<file path="src/rtl/riscv_pkg.sv">
// rtl/riscv_pkg.sv - shared types and constants for the fetch program counter
package riscv_pkg;

  typedef enum logic [1:0] {
    BOOT,
    RUN,
    HALT
  } pc_state_t;

  typedef enum logic [2:0] {
    SEQ,
    BRANCH,
    JALR,
    TRAP,
    HOLD
  } pc_src_t;

  localparam int INSTR_BYTES = 4;

endpackage

</file>
<file path="src/rtl/pc_target_chk.sv">
// rtl/pc_target_chk.sv - combinational alignment check for a redirect target
module pc_target_chk #(
  parameter int XLEN    = 32,
  parameter bit ALIGN_C = 1'b0
) (
  input  logic [XLEN-1:0] target,
  output logic            misaligned
);

  // With compressed instructions only byte-odd targets are illegal.
  assign misaligned = target[0] | (!ALIGN_C && target[1]);

endmodule

</file>
<file path="src/rtl/pc_gen.sv">
// rtl/pc_gen.sv - program counter with redirect priority, halt/resume and retire counter
module pc_gen
  import riscv_pkg::*;
#(
  parameter int              XLEN      = 32,
  parameter logic [XLEN-1:0] RESET_VEC = '0,
  parameter logic [XLEN-1:0] TRAP_VEC  = XLEN'(32'h0000_0100),
  parameter bit              ALIGN_C   = 1'b0,
  parameter int              CNT_W     = 32
) (
  input  logic             clk,
  input  logic             reset,
  input  logic             fetch_ready,
  input  logic             stall,
  input  logic             branch_taken,
  input  logic [XLEN-1:0]  branch_offset,
  input  logic             jalr_valid,
  input  logic [XLEN-1:0]  jalr_base,
  input  logic [XLEN-1:0]  jalr_imm,
  input  logic             trap_valid,
  input  logic             halt_req,
  input  logic             resume,
  output logic [XLEN-1:0]  pc,
  output logic             pc_valid,
  output logic             misalign,
  output logic             halted,
  output logic [CNT_W-1:0] retired
);

  pc_state_t       state_q, state_d;
  pc_src_t         src;
  logic [XLEN-1:0] pc_d;
  logic [XLEN-1:0] jalr_sum;
  logic [XLEN-1:0] redirect_target;
  logic            target_bad;
  logic            fire;
  logic            misalign_d;

  assign pc_valid = (state_q == RUN);
  assign halted   = (state_q == HALT);
  assign fire     = pc_valid && fetch_ready && !stall;

  // JALR outranks a branch, so only one redirect target needs checking.
  assign jalr_sum        = jalr_base + jalr_imm;
  assign redirect_target = jalr_valid ? {jalr_sum[XLEN-1:1], 1'b0}
                                      : pc + branch_offset;

  pc_target_chk #(
    .XLEN    (XLEN),
    .ALIGN_C (ALIGN_C)
  ) u_target_chk (
    .target     (redirect_target),
    .misaligned (target_bad)
  );

  always_comb begin
    state_d    = state_q;
    src        = HOLD;
    misalign_d = 1'b0;
    pc_d       = pc;
    case (state_q)
      BOOT: state_d = RUN;
      RUN: begin
        if (trap_valid)        src = TRAP;
        else if (halt_req)     state_d = HALT;
        else if (jalr_valid)   src = JALR;
        else if (branch_taken) src = BRANCH;
        else if (fire)         src = SEQ;
      end
      HALT: begin
        if (trap_valid) begin
          src     = TRAP;
          state_d = RUN;
        end else if (resume) begin
          state_d = RUN;
        end
      end
      default: state_d = BOOT;
    endcase

    case (src)
      SEQ:  pc_d = pc + XLEN'(INSTR_BYTES);
      TRAP: pc_d = TRAP_VEC;
      BRANCH, JALR: begin
        misalign_d = target_bad;
        pc_d       = target_bad ? TRAP_VEC : redirect_target;
      end
      default: pc_d = pc;
    endcase
  end

  always_ff @(posedge clk or posedge reset) begin
    if (reset) begin
      state_q  <= BOOT;
      pc       <= RESET_VEC;
      misalign <= 1'b0;
      retired  <= '0;
    end else begin
      state_q  <= state_d;
      pc       <= pc_d;
      misalign <= misalign_d;
      if (fire) retired <= retired + CNT_W'(1);
    end
  end

endmodule

</file>
<file path="config.mk">
export PLATFORM = sky130hd
export DESIGN_NAME = pc_gen
export DESIGN_NICKNAME = d
export VERILOG_FILES = /design/src/rtl/riscv_pkg.sv /design/src/rtl/pc_target_chk.sv /design/src/rtl/pc_gen.sv
export SDC_FILE = /design/constraint.sdc
export NUM_CORES = 1
export LEC_CHECK = 0
export ABC_CLOCK_PERIOD_IN_PS = 2950
export CORE_UTILIZATION = 59
export CTS_CLUSTER_SIZE = 24
export DETAILED_ROUTE_END_ITERATION = 6
export DONT_BUFFER_PORTS = 1
export PLACE_DENSITY = 0.75
export SLEW_MARGIN = 20
export SYNTH_ARGS = -nofsm -noshare
export SYNTH_HDL_FRONTEND = slang
export SYNTH_SLANG_ARGS = --single-unit
</file>
<file path="constraint.sdc">
create_clock -name clk -period 2.95 [get_ports clk]
set_input_delay 0.59 -clock clk [delete_from_list [all_inputs] [get_ports clk]]
set_output_delay 0.59 -clock clk [all_outputs]
set_load 0.03 [all_outputs]
</file>
==> metrics.md, run 1 <==
| Metric | Value |
|---|---|
| Worst Clk Skew | `0.00865 ns` |
| Critical Path End | `pc[29]$_DFFE_PP0P_` |
| Wire per inst | `19.0 um` |
| # diodes | `0` |
| Final Hold Vio Count | `0` |
| Nets | `1092` |
| Root Driver | `clkbuf_16` |
| Area leader, netlist | `dfrtp_1` |
| Synth area leaders | `dfrtp_1 24%, ha_1 12%, a21oi_1 6.7%` |
| Rel. slew slack | `51.6%` |
| Core ar. | `11400 um^2` |
| Reg2reg end | `pc[29]$_DFFE_PP0P_` |
| Syn avg cell area | `7.98 um^2` |
| Post-route clock period utilization | `96.0%` |
| Sink Count | `67` |
| Worst-Skew Late Latency | `0.33 ns` |
| Met3 Use GR | `7.47%` |
| Post-CTS Resized | `0` |
| GRT met2 Usage | `53.2%` |
| Final HPWL DP | `15800 um` |
| Worst-Margin Slew | `0.725 ns` |
| Hold Crit Class | `input port to async pin` |
| Mux contribution to synthesized area | `1.07%` |
| Vias per cell | `6.56` |
| Total congestion overflow | `0` |
| Largest net degree at the start of global routing | `42` |
| Crit Path Category | `flip-flop to flip-flop` |
| Synthesized flop and latch total | `67` |
| Clk slew on worst S/H paths | `0.06 ns` |
| Die footprint | `12100 um^2` |
| GR peak layer | `met2` |
| I/O Buffers | `0` |
| Initial core utilization | `60.4%` |
| Clock Path Buffers | `2` |
| Slew Limit Fails | `0` |
| Syn nets | `1039` |
| Drt drc | `0` |
| Total power | `6440 uW` |
| Area delta synth->final | `13.3%` |
| Initial DRC Count | `507` |
| TritonRoute pass-1 iters | `5` |
| Leak | `0.00355 uW` |
| Reg2reg start | `pc[2]$_DFFE_PP0P_` |
| PwrDens | `825 nW/um^2` |
| Setup violators final | `0` |
| Critical path launch point type | `flip-flop` |
| RSZ-0062 raised after global routing | `false` |
| Setup ws final | `0.118 ns` |
| Initial antenna violation count | `0` |
| Register area share after synthesis | `24.3%` |
| R2R setup slack | `0.12 ns` |
| Synth Warn # | `0` |
| IO Pins | `172` |
| Post-synthesis compound-gate area fraction | `28.6%` |
| Top cell type's share of synthesized area | `24.3%` |
| Vias post-DR | `6990` |
| Chip Width | `110 um` |
| First-pass GRT wire length | `30600 um` |
| Synth Area in XOR/XNOR | `10.7%` |
| Synthesized cell area | `6900 um^2` |
| CTS H-Tree Depth | `3` |
| Post-synth cell types | `69` |
| Number of CTS-inserted buffers | `9` |
| Crit path required time | `3.16 ns` |
| GPL Wtd Cong | `0.966` |
| Post-CTS setup buffers | `0` |
| Place WS | `-0.182 ns` |
| Crit path from | `pc[2]$_DFFE_PP0P_` |
| Peak supply drop | `584 uV` |
| Tmin final | `2.83 ns` |
| Max-cap violations | `0` |
| Synthesized instance count | `864` |
| Worst path arrival time | `3.05 ns` |
| Filler cell count | `956` |
| Post-Synth Simple-Gate Area | `19.4%` |
| Crit end category | `flip-flop` |
| Fraction of the mapped netlist area in adder cells | `12.9%` |
| Worst reg-to-reg path cell count | `10` |
| Combinational family with the most area after synthesis | `compound AO/OA/AOI/OAI gates` |
| Vias in the first global route | `6442` |
| Highest attainable clock frequency | `353 MHz` |
| Layout Cells excl Fill | `1065` |
| Post-route ant nets | `0` |
| Final WL | `20300 um` |
| Placed cell count | `1049` |
| Critical Path Fanout Max | `6` |
| Status | `complete, no violations` |
| Cts hold-fix bufs | `0` |
| Die H | `110 um` |
| Share of cells above drive strength 1 | `12.6%` |
| Finished Core Util | `68.4%` |
| Met1 Resource Use GR | `42.0%` |
| Synth async-reset ratio | `100%` |
| CTS tree | `built` |
| Num rows | `39` |
| Gr usage total | `32.5%` |
| Post-synth EDFFs | `0` |
| Worst hold margin | `0.258 ns` |
| Top_reg_cell synth | `dfrtp_1` |
[placed cells by master, fill, tap and decap left out, types with 5 or more instances in the layout]
master and instances:
o21ai_1 5, a21o_1 31, nor2b_1 7, and2_1 13, and3_1 20, nor2_1 57
a21oi_1 91, nand4_1 18, nor3_1 14, ha_1 68, inv_1 24, xnor2_1 49
nand3_1 29, a221o_1 7, clkbuf_16 9, nand2_1 76, a31oi_1 21, xor2_1 35
o21ai_0 88, dfrtp_1 67, nand2b_1 7, nor3b_1 5, buf_4 66, o211ai_1 12
a21oi_2 7, o21bai_1 8
[stage by stage]
step | setup TNS, ns | area (um^2)
after floorplan | 0 | 6900
after global placement | -0.278 | 7490
after detailed placement | -0.501 | 7490
after CTS | 0 | 7790
after global routing | 0 | 7810
final | 0 | 7810
[cell families (layout without fill, tap and decap cells)]
| kind of cell | Yosys count | count (layout) |
|---|---|---|
| compound gates | 317 | 317 |
| xor+xnor | 84 | 84 |
| fa+ha+maj | 70 | 70 |
| buf+inv | 51 | 109 |
| flops | 67 | 67 |
| mux | 7 | 7 |
| simple gates | 268 | 268 |
[worst min-delay path by stage]
stage                                   endpoint  depth (start not counted)                    from  slack (ns)
final                     state_q[1]$_DFFE_PP0P_                          1                   reset        0.26
after global routing      state_q[1]$_DFFE_PP0P_                          1                   reset        0.31
after CTS                 state_q[1]$_DFFE_PP0P_                          1                   reset        0.28
after detailed placement       pc[1]$_DFFE_PP0P_                          1       pc[1]$_DFFE_PP0P_        0.58
after global placement         pc[1]$_DFFE_PP0P_                          1       pc[1]$_DFFE_PP0P_        0.56
after floorplan           state_q[0]$_DFFE_PP0P_                          2  state_q[0]$_DFFE_PP0P_        0.59
[critical path: stages (launching register included)]
cell	delay, ns
dfrtp_1	0.46
ha_1	0.40
o211ai_1	0.15
o211ai_1	0.28
nand3_1	0.19
a31o_2	0.29
o31ai_2	0.26
o21ai_1	0.12
a21oi_2	0.20
a31oi_1	0.06
a221o_1	0.29
[sequential cells by signal (all words and copies together) (netlist names)]
register / cells
pc: 32
retired: 32
misalign: 1
state_q: 2
[layer usage]
layer | vias to the layer above | part of all wire, %
li1 | 3314 | -
met1 | 3309 | 42
met2 | 328 | 46
met3 | 39 | 9.3
met4 | 0 | 2.4
met5 | - | 0
[final cells by class]
cell class	instances	area (um^2)	area share (%)
clock buffer	9	225	2.88
clock inverter	7	76.3	0.977
timing repair buffer	68	527	6.74
tap	143	179	2.29
sequential	67	1680	21.5
inverter	25	93.8	1.20
multi-input combinational	746	5040	64.5
[report_power, final]
| part | internal (uW) | switching (uW) |
|---|---|---|
| Clock | 660 | 429 |
| Combinational | 1510 | 2370 |
| Sequential | 1120 | 352 |
| Total | 3290 | 3160 |
[synthesized netlist by cell type (4+ instances only)]
master	n
ha_1	68
nor2b_1	8
a221o_1	7
xor2_1	35
o21a_1	4
xnor2_1	49
nand2_1	76
o211ai_1	12
a31oi_1	21
mux2i_1	4
o21ai_0	88
nor3_1	15
nand2b_1	7
o21bai_1	8
o31ai_1	4
inv_1	25
and3_1	20
a21o_1	31
nor3b_1	5
a21oi_2	5
o21ai_1	6
nand4_1	18
clkbuf_1	14
dfrtp_1	67
and2_1	13
buf_2	6
nand3_1	29
or3_1	4
nor2_1	57
a21oi_1	93
Power figures use the tool's default switching activity.
==> run 2: changes to the inputs <==
--- a/config.mk
+++ b/config.mk
@@ -10,8 +10,10 @@
 export CTS_CLUSTER_SIZE = 24
 export DETAILED_ROUTE_END_ITERATION = 6
 export DONT_BUFFER_PORTS = 1
+export HOLD_SLACK_MARGIN = 0.1
 export PLACE_DENSITY = 0.75
 export SLEW_MARGIN = 20
 export SYNTH_ARGS = -nofsm -noshare
 export SYNTH_HDL_FRONTEND = slang
+export SYNTH_HIERARCHICAL = 1
 export SYNTH_SLANG_ARGS = --single-unit
==> run 2 against run 1 <==
Effect of this change: the run now ends with negative setup slack left; sequential power down 7%; sequential share of layout area fell by 1.8 points; maximum frequency fell by 4.9%; flip-flop and latch count stayed put; critical path depth increased by 2; highest routed layer unchanged; combinational power increased by 11%; largest power group unchanged; utilization increased by 2.6 points; critical path type unchanged; total power grew 3.5%; via count grew 6.1%; worst setup slack lost 0.14 ns; global-route usage up 1.1 points.
==> metrics.md, run 2 <==
| Metric | Value |
|---|---|
| Status | `finished, violations left` |
| Failing checks | `negative setup slack` |
| Vias post-DR | `7419 (+6.1%)` |
| Final Hold Vio Count | `0 (unchanged)` |
| Vias per cell | `6.50 (-1.0%)` |
| Gr usage total | `33.6% (+1.1 points)` |
| Commonest non-fill, non-tap cells in the layout | `111 x buf_4, 79 x nand2_1, 77 x a21oi_1, 73 x nor2_1, 71 x o21ai_0` |
| Die H | `113 um (+2.7%)` |
| Die footprint | `12800 um^2 (+5.6%)` |
| Reg2reg end | `pc[30]$_DFFE_PP0P_` |
| Largest net degree at the start of global routing | `47 (+12%)` |
| Peak supply drop | `351 uV (-40%)` |
| Sink Count | `67 (unchanged)` |
| Layout Cells excl Fill | `1142 (+7.2%)` |
| Critical Path Fanout Max | `4 (-2)` |
| Worst-Skew Late Latency | `0.34 ns (about the same)` |
| Chip Width | `113 um (+2.7%)` |
| I/O Buffers | `0 (unchanged)` |
| GPL Wtd Cong | `0.959 (-0.65%)` |
| Post-route clock period utilization | `101% (+4.9 points)` |
| Area delta synth->final | `17.1%` |
| Highest attainable clock frequency | `336 MHz (-4.9%)` |
| Most common library cell in the layout ignoring fill and taps | `buf_4` |
| Share of cells above drive strength 1 | `19.0% (+6.4 points)` |
| Total power | `6670 uW (+3.5%)` |
| Post-route ant nets | `0 (unchanged)` |
| Clk slew on worst S/H paths | `0.06 ns (about the same)` |
| First-pass GRT wire length | `34500 um (+13%)` |
| Synth Warn # | `6 (+6)` |
| Synthesized instance count | `896 (+3.7%)` |
| CTS H-Tree Depth | `3 (unchanged)` |
| Num rows | `40 (+2.6%)` |
| Vias in the first global route | `7096 (+10%)` |
| PwrDens | `782 nW/um^2 (-5.2%)` |
| Final WL | `21600 um (+6.3%)` |
| Syn avg cell area | `8.13 um^2 (+1.9%)` |
| Synthesized cell area | `7290 um^2 (+5.7%)` |
| Crit path required time | `3.18 ns (+0.02 ns)` |
| Tmin final | `2.98 ns (+0.144 ns)` |
| Critical Path End | `pc[30]$_DFFE_PP0P_` |
| Crit end category | `flip-flop` |
| TritonRoute pass-1 iters | `5 (unchanged)` |
| Setup violators final | `2 (+2)` |
| R2R setup slack | `-0.03 ns (-0.14 ns)` |
| Initial antenna violation count | `0 (unchanged)` |
| Placed cell count | `1123 (+7.1%)` |
| Worst reg-to-reg path cell count | `12 (+2)` |
| Worst Clk Skew | `0.00953 ns (+0.000887 ns)` |
| Largest regs | `pc (32), retired (32), state_q (2)` |
| Critical path launch point type | `flip-flop` |
| Worst path arrival time | `3.21 ns (+0.16 ns)` |
| Wire per inst | `18.9 um (-0.86%)` |
| RSZ-0062 raised after global routing | `true` |
| Clock Path Buffers | `2 (unchanged)` |
| Initial core utilization | `60.7% (+0.27 points)` |
| Max-cap violations | `0 (unchanged)` |
| Hold Crit Class | `input port to async pin` |
| CTS tree | `built` |
| Drt drc | `0 (unchanged)` |
| Nets | `1165 (+6.7%)` |
| Final HPWL DP | `16900 um (+6.9%)` |
| Reg2reg start | `pc[0]$_DFFE_PP0P_` |
| Worst-Margin Slew | `0.693 ns (-0.0322 ns)` |
| Finished Core Util | `71.0% (+2.6 points)` |
| Setup ws final | `-0.0259 ns (-0.144 ns)` |
| Syn nets | `1071 (+3.1%)` |
| Number of CTS-inserted buffers | `9 (unchanged)` |
| Total congestion overflow | `0 (unchanged)` |
| Core ar. | `12000 um^2 (+5.2%)` |
| Crit Path Category | `flip-flop to flip-flop` |
| Crit path from | `pc[0]$_DFFE_PP0P_` |
| IO Pins | `172 (unchanged)` |
| Leak | `0.00395 uW (+11%)` |
| Rel. slew slack | `53.8% (+2.1 points)` |
| Slew Limit Fails | `0 (unchanged)` |
| Initial DRC Count | `769 (+52%)` |
| # diodes | `0 (unchanged)` |
| Root Driver | `clkbuf_16` |
## run 2: stage by stage
stage / setup WS, ns / cell area, um^2 / TNS [ns] / hold WS [ns]
global route: -0.0968 / 8530 / -0.430 / 0.283
CTS: 0.00423 / 8480 / 0 / 0.256
detailed placement: -0.311 / 8180 / -2.02 / 0.571
global placement: -0.258 / 8180 / -1.47 / 0.566
finish: -0.0259 / 8530 / -0.0437 / 0.240
floorplan: -0.104 / 7310 / -0.209 / 0.592
## run 2: cell type report
cell class / instances / area [um^2]
Clock buffer: 9 / 225
Tap cell: 147 / 184
Inverter: 31 / 116
Fill cell: 987 / 3480
Timing Repair Buffer: 113 / 873
Clock inverter: 7 / 45.0
Multi-Input combinational cell: 768 / 5410
Sequential cell: 67 / 1680
## run 2: worst min-delay path by stage
stage | endpoint | slack, ns | cells after the start
detailed placement | pc[1]$_DFFE_PP0P_ | 0.57 | 1
floorplan | state_q[0]$_DFFE_PP0P_ | 0.59 | 2
global placement | pc[1]$_DFFE_PP0P_ | 0.57 | 1
CTS | retired[0]$_DFFE_PP0P_ | 0.26 | 1
global route | retired[6]$_DFFE_PP0P_ | 0.28 | 1
finish | retired[0]$_DFFE_PP0P_ | 0.24 | 1
## run 2: where the power goes
group          internal [uW]  total (uW)  switching (uW)
clock                    565         985             420
combinational           1740        4310            2570
sequential              1110        1370             261
## run 2: critical path: stages (launching register included)
cell      delay [ns]
dfrtp_1         0.40
ha_4            0.18
inv_2           0.05
fa_2            0.22
nor2b_4         0.05
o31a_1          0.28
o31a_1          0.28
a221o_2         0.42
a21oi_4         0.27
o21ai_2         0.08
xor2_1          0.15
a222oi_1        0.26
a21bo_1         0.24
## run 2: layer usage
| metal | GRT usage, % | vias to the layer above | wire length [um] |
|---|---|---|---|
| met5 | 0 | - | 0 |
| met4 | 10.7 | 0 | 489 |
| met3 | 5.57 | 37 | 1900 |
| met2 | 55.2 | 385 | 9760 |
| met1 | 45.0 | 3463 | 9420 |
| li1 | - | 3534 | - |
## run 2: what timing repair did
item / in CTS / in global routing
hold buffers: 0 / 0
endpoints found under the setup margin: 5 / 19
buffers inserted: 2 / 1
pin swaps: 5 / 5
gates resized for setup: 3 / 12
==> run 3: changes to the inputs <==
--- a/config.mk
+++ b/config.mk
@@ -6,6 +6,7 @@
 export NUM_CORES = 1
 export LEC_CHECK = 0
 export ABC_CLOCK_PERIOD_IN_PS = 2950
+export CORE_MARGIN = 1
 export CORE_UTILIZATION = 59
 export CTS_CLUSTER_SIZE = 24
 export DETAILED_ROUTE_END_ITERATION = 6
@@ -15,5 +16,4 @@
 export SLEW_MARGIN = 20
 export SYNTH_ARGS = -nofsm -noshare
 export SYNTH_HDL_FRONTEND = slang
-export SYNTH_HIERARCHICAL = 1
 export SYNTH_SLANG_ARGS = --single-unit
==> results of run 3 <==
Final layout, timing and power as in run 1 (identical DEF).
==> variant (settings of run 2) <==
Reset style: synchronous (`reset`), changed in one clocked block.
--- a/src/rtl/pc_gen.sv
+++ b/src/rtl/pc_gen.sv
@@ -89,7 +89,7 @@
     endcase
   end
 
-  always_ff @(posedge clk or posedge reset) begin
+  always_ff @(posedge clk) begin
     if (reset) begin
       state_q  <= BOOT;
       pc       <= RESET_VEC;
Check against the original RTL: differs if reset is asserted again (counterexample within 4 cycles, from zero or initial values and one cycle with reset high); with reset held inactive, the same outputs for 10 cycles.
==> variant against run 2 <==
Sequential cell count unchanged; hold slack improved by 0.083 ns; routed wire length decreased by 0.68%; worst setup slack improved by 0.18 ns; total power decreased by 33%; synthesized area increased by 0.39%; global-route usage decreased by 0.38 points; design area decreased by 2.6%; critical path type unchanged; largest power group unchanged; highest routed layer unchanged.
==> variant: results (changes against run 2) <==
| Metric | Value |
|---|---|
| Status | `completed` |
| Setup ws final | `0.157 ns (+0.183 ns)` |
| Fin Hold WS | `0.324 ns (+0.0834 ns)` |
| DRT iter0 DRCs | `647 (-16%)` |
| Non-clk bufs | `87 (-23%)` |
| Peak VDD IR | `337 uV (-4.0%)` |
| RD Place Congestion | `0.971 (+1.2%)` |
| Met3 wire len | `1.70 mm (-10%)` |
| DP HPWL | `16.4 mm (-3.2%)` |
| Critical Path AT | `3.06 ns (-0.15 ns)` |
| Via count | `7655 (+3.2%)` |
| Sequential Area | `1340 sq um (-20%)` |
| Grt met2 use | `0.548 (-0.00368)` |
| Layout cell share with drive strength beyond 1 | `0.130 (-0.0598)` |
| R2R cell count | `9 (-3)` |
| Drt first pass iters | `5 (unchanged)` |
| Gr usage total | `0.332 (-0.00382)` |
| Reg2reg end | `pc[29]` |
| WL met2 | `9.82 mm (+0.64%)` |
| Hold Path Origin | `reset` |
| Non-clk invs | `25 (-19%)` |
| Final clock-cell share | `0.0421 (+0.0105)` |
| Largest net degree at the start of global routing | `71 (+51%)` |
| Worst Path Max Fanout | `7 (+3)` |
| Total die area | `12800 sq um (+0.39%)` |
| Sequential share of cell area | `0.161 (-0.0353)` |
| Relative slew slack | `0.619 (+0.0816)` |
| Pleak | `0.00356 uW (-9.7%)` |
| Biggest registers after layout | `pc (32), retired (32), state_q (2)` |
| Final sequential cell count | `67 (unchanged)` |
| Placed cell area | `7940 sq um (-2.9%)` |
| Clock buffer cells | `10 (+1)` |
| # Post-CTS Setup Buffers | `0 (-2)` |
| Final non-clock buffer share | `0.0801 (-0.0223)` |
| #MultiIn Comb | `865 (+13%)` |
| Clk Latency, worst-skew pair | `0.34 ns (about the same)` |
| Met1 Track Usage GR | `0.421 (-0.0294)` |
| M3 GR Usage | `0.0648 (+0.00911)` |
| DR WL/cell | `17.4 microns (-7.6%)` |
| Clock Skews | `0.0101 ns (+0.000546 ns)` |
| First-pass GRT wire length | `34.2 mm (-0.80%)` |
| Post-CTS sizing | `0 (-3)` |
| Worst Hold End | `retired[12]` |
| CP max-delay cell | `ha_1` |
| Syn Inst Count | `999 (+11%)` |
| # fillers | `1015 (+2.8%)` |
| Non-filler cells, final | `1228 (+7.5%)` |
| Post-place setup slack | `-0.204 ns (+0.108 ns)` |
| Crit Reg-Reg Startpoint | `pc[4]` |
| CP max stage delay | `0.40 ns (-0.02 ns)` |
| Area occupied by multi-input gates | `5650 sq um (+4.4%)` |
| WL met1 | `9.33 mm (-0.99%)` |
| Number of global-route vias before repair | `7045 (-0.72%)` |
| Initial antenna violation count | `0 (unchanged)` |
| Hold WC Path Type | `in2reg` |
variant: how the worst max path moves through the flow:
stage                      from     end  slack [ns]  cells past startpoint
2_1_floorplan  branch_offset[0]  pc[30]        0.07                     12
3_3_place_gp   branch_offset[0]  pc[30]       -0.14                     13
3_5_place_dp   branch_offset[0]  pc[30]       -0.20                     13
4_1_cts                   pc[0]  pc[30]        0.01                     13
5_1_grt                   pc[0]  pc[30]        0.01                     13
6_report                  pc[4]  pc[29]        0.16                      9
variant: where the power goes:
group	leakage (uW)	total, uW	internal (uW)	switching (uW)
clock network	0.000169	1290	850	435
registers	0.000541	1020	969	50.9
logic	0.00285	2160	826	1340
total	0.00356	4470	2650	1820
variant: worst max-delay path, delay by kind of cell, from the launching register on:
kind | cells | cell delay [ns]
AND/OR/NAND/NOR | 1 | 0.20
AO/OA/AOI/OAI | 7 | 1.74
adder cells (fa/ha/maj) | 1 | 0.40
flip-flops | 1 | 0.39
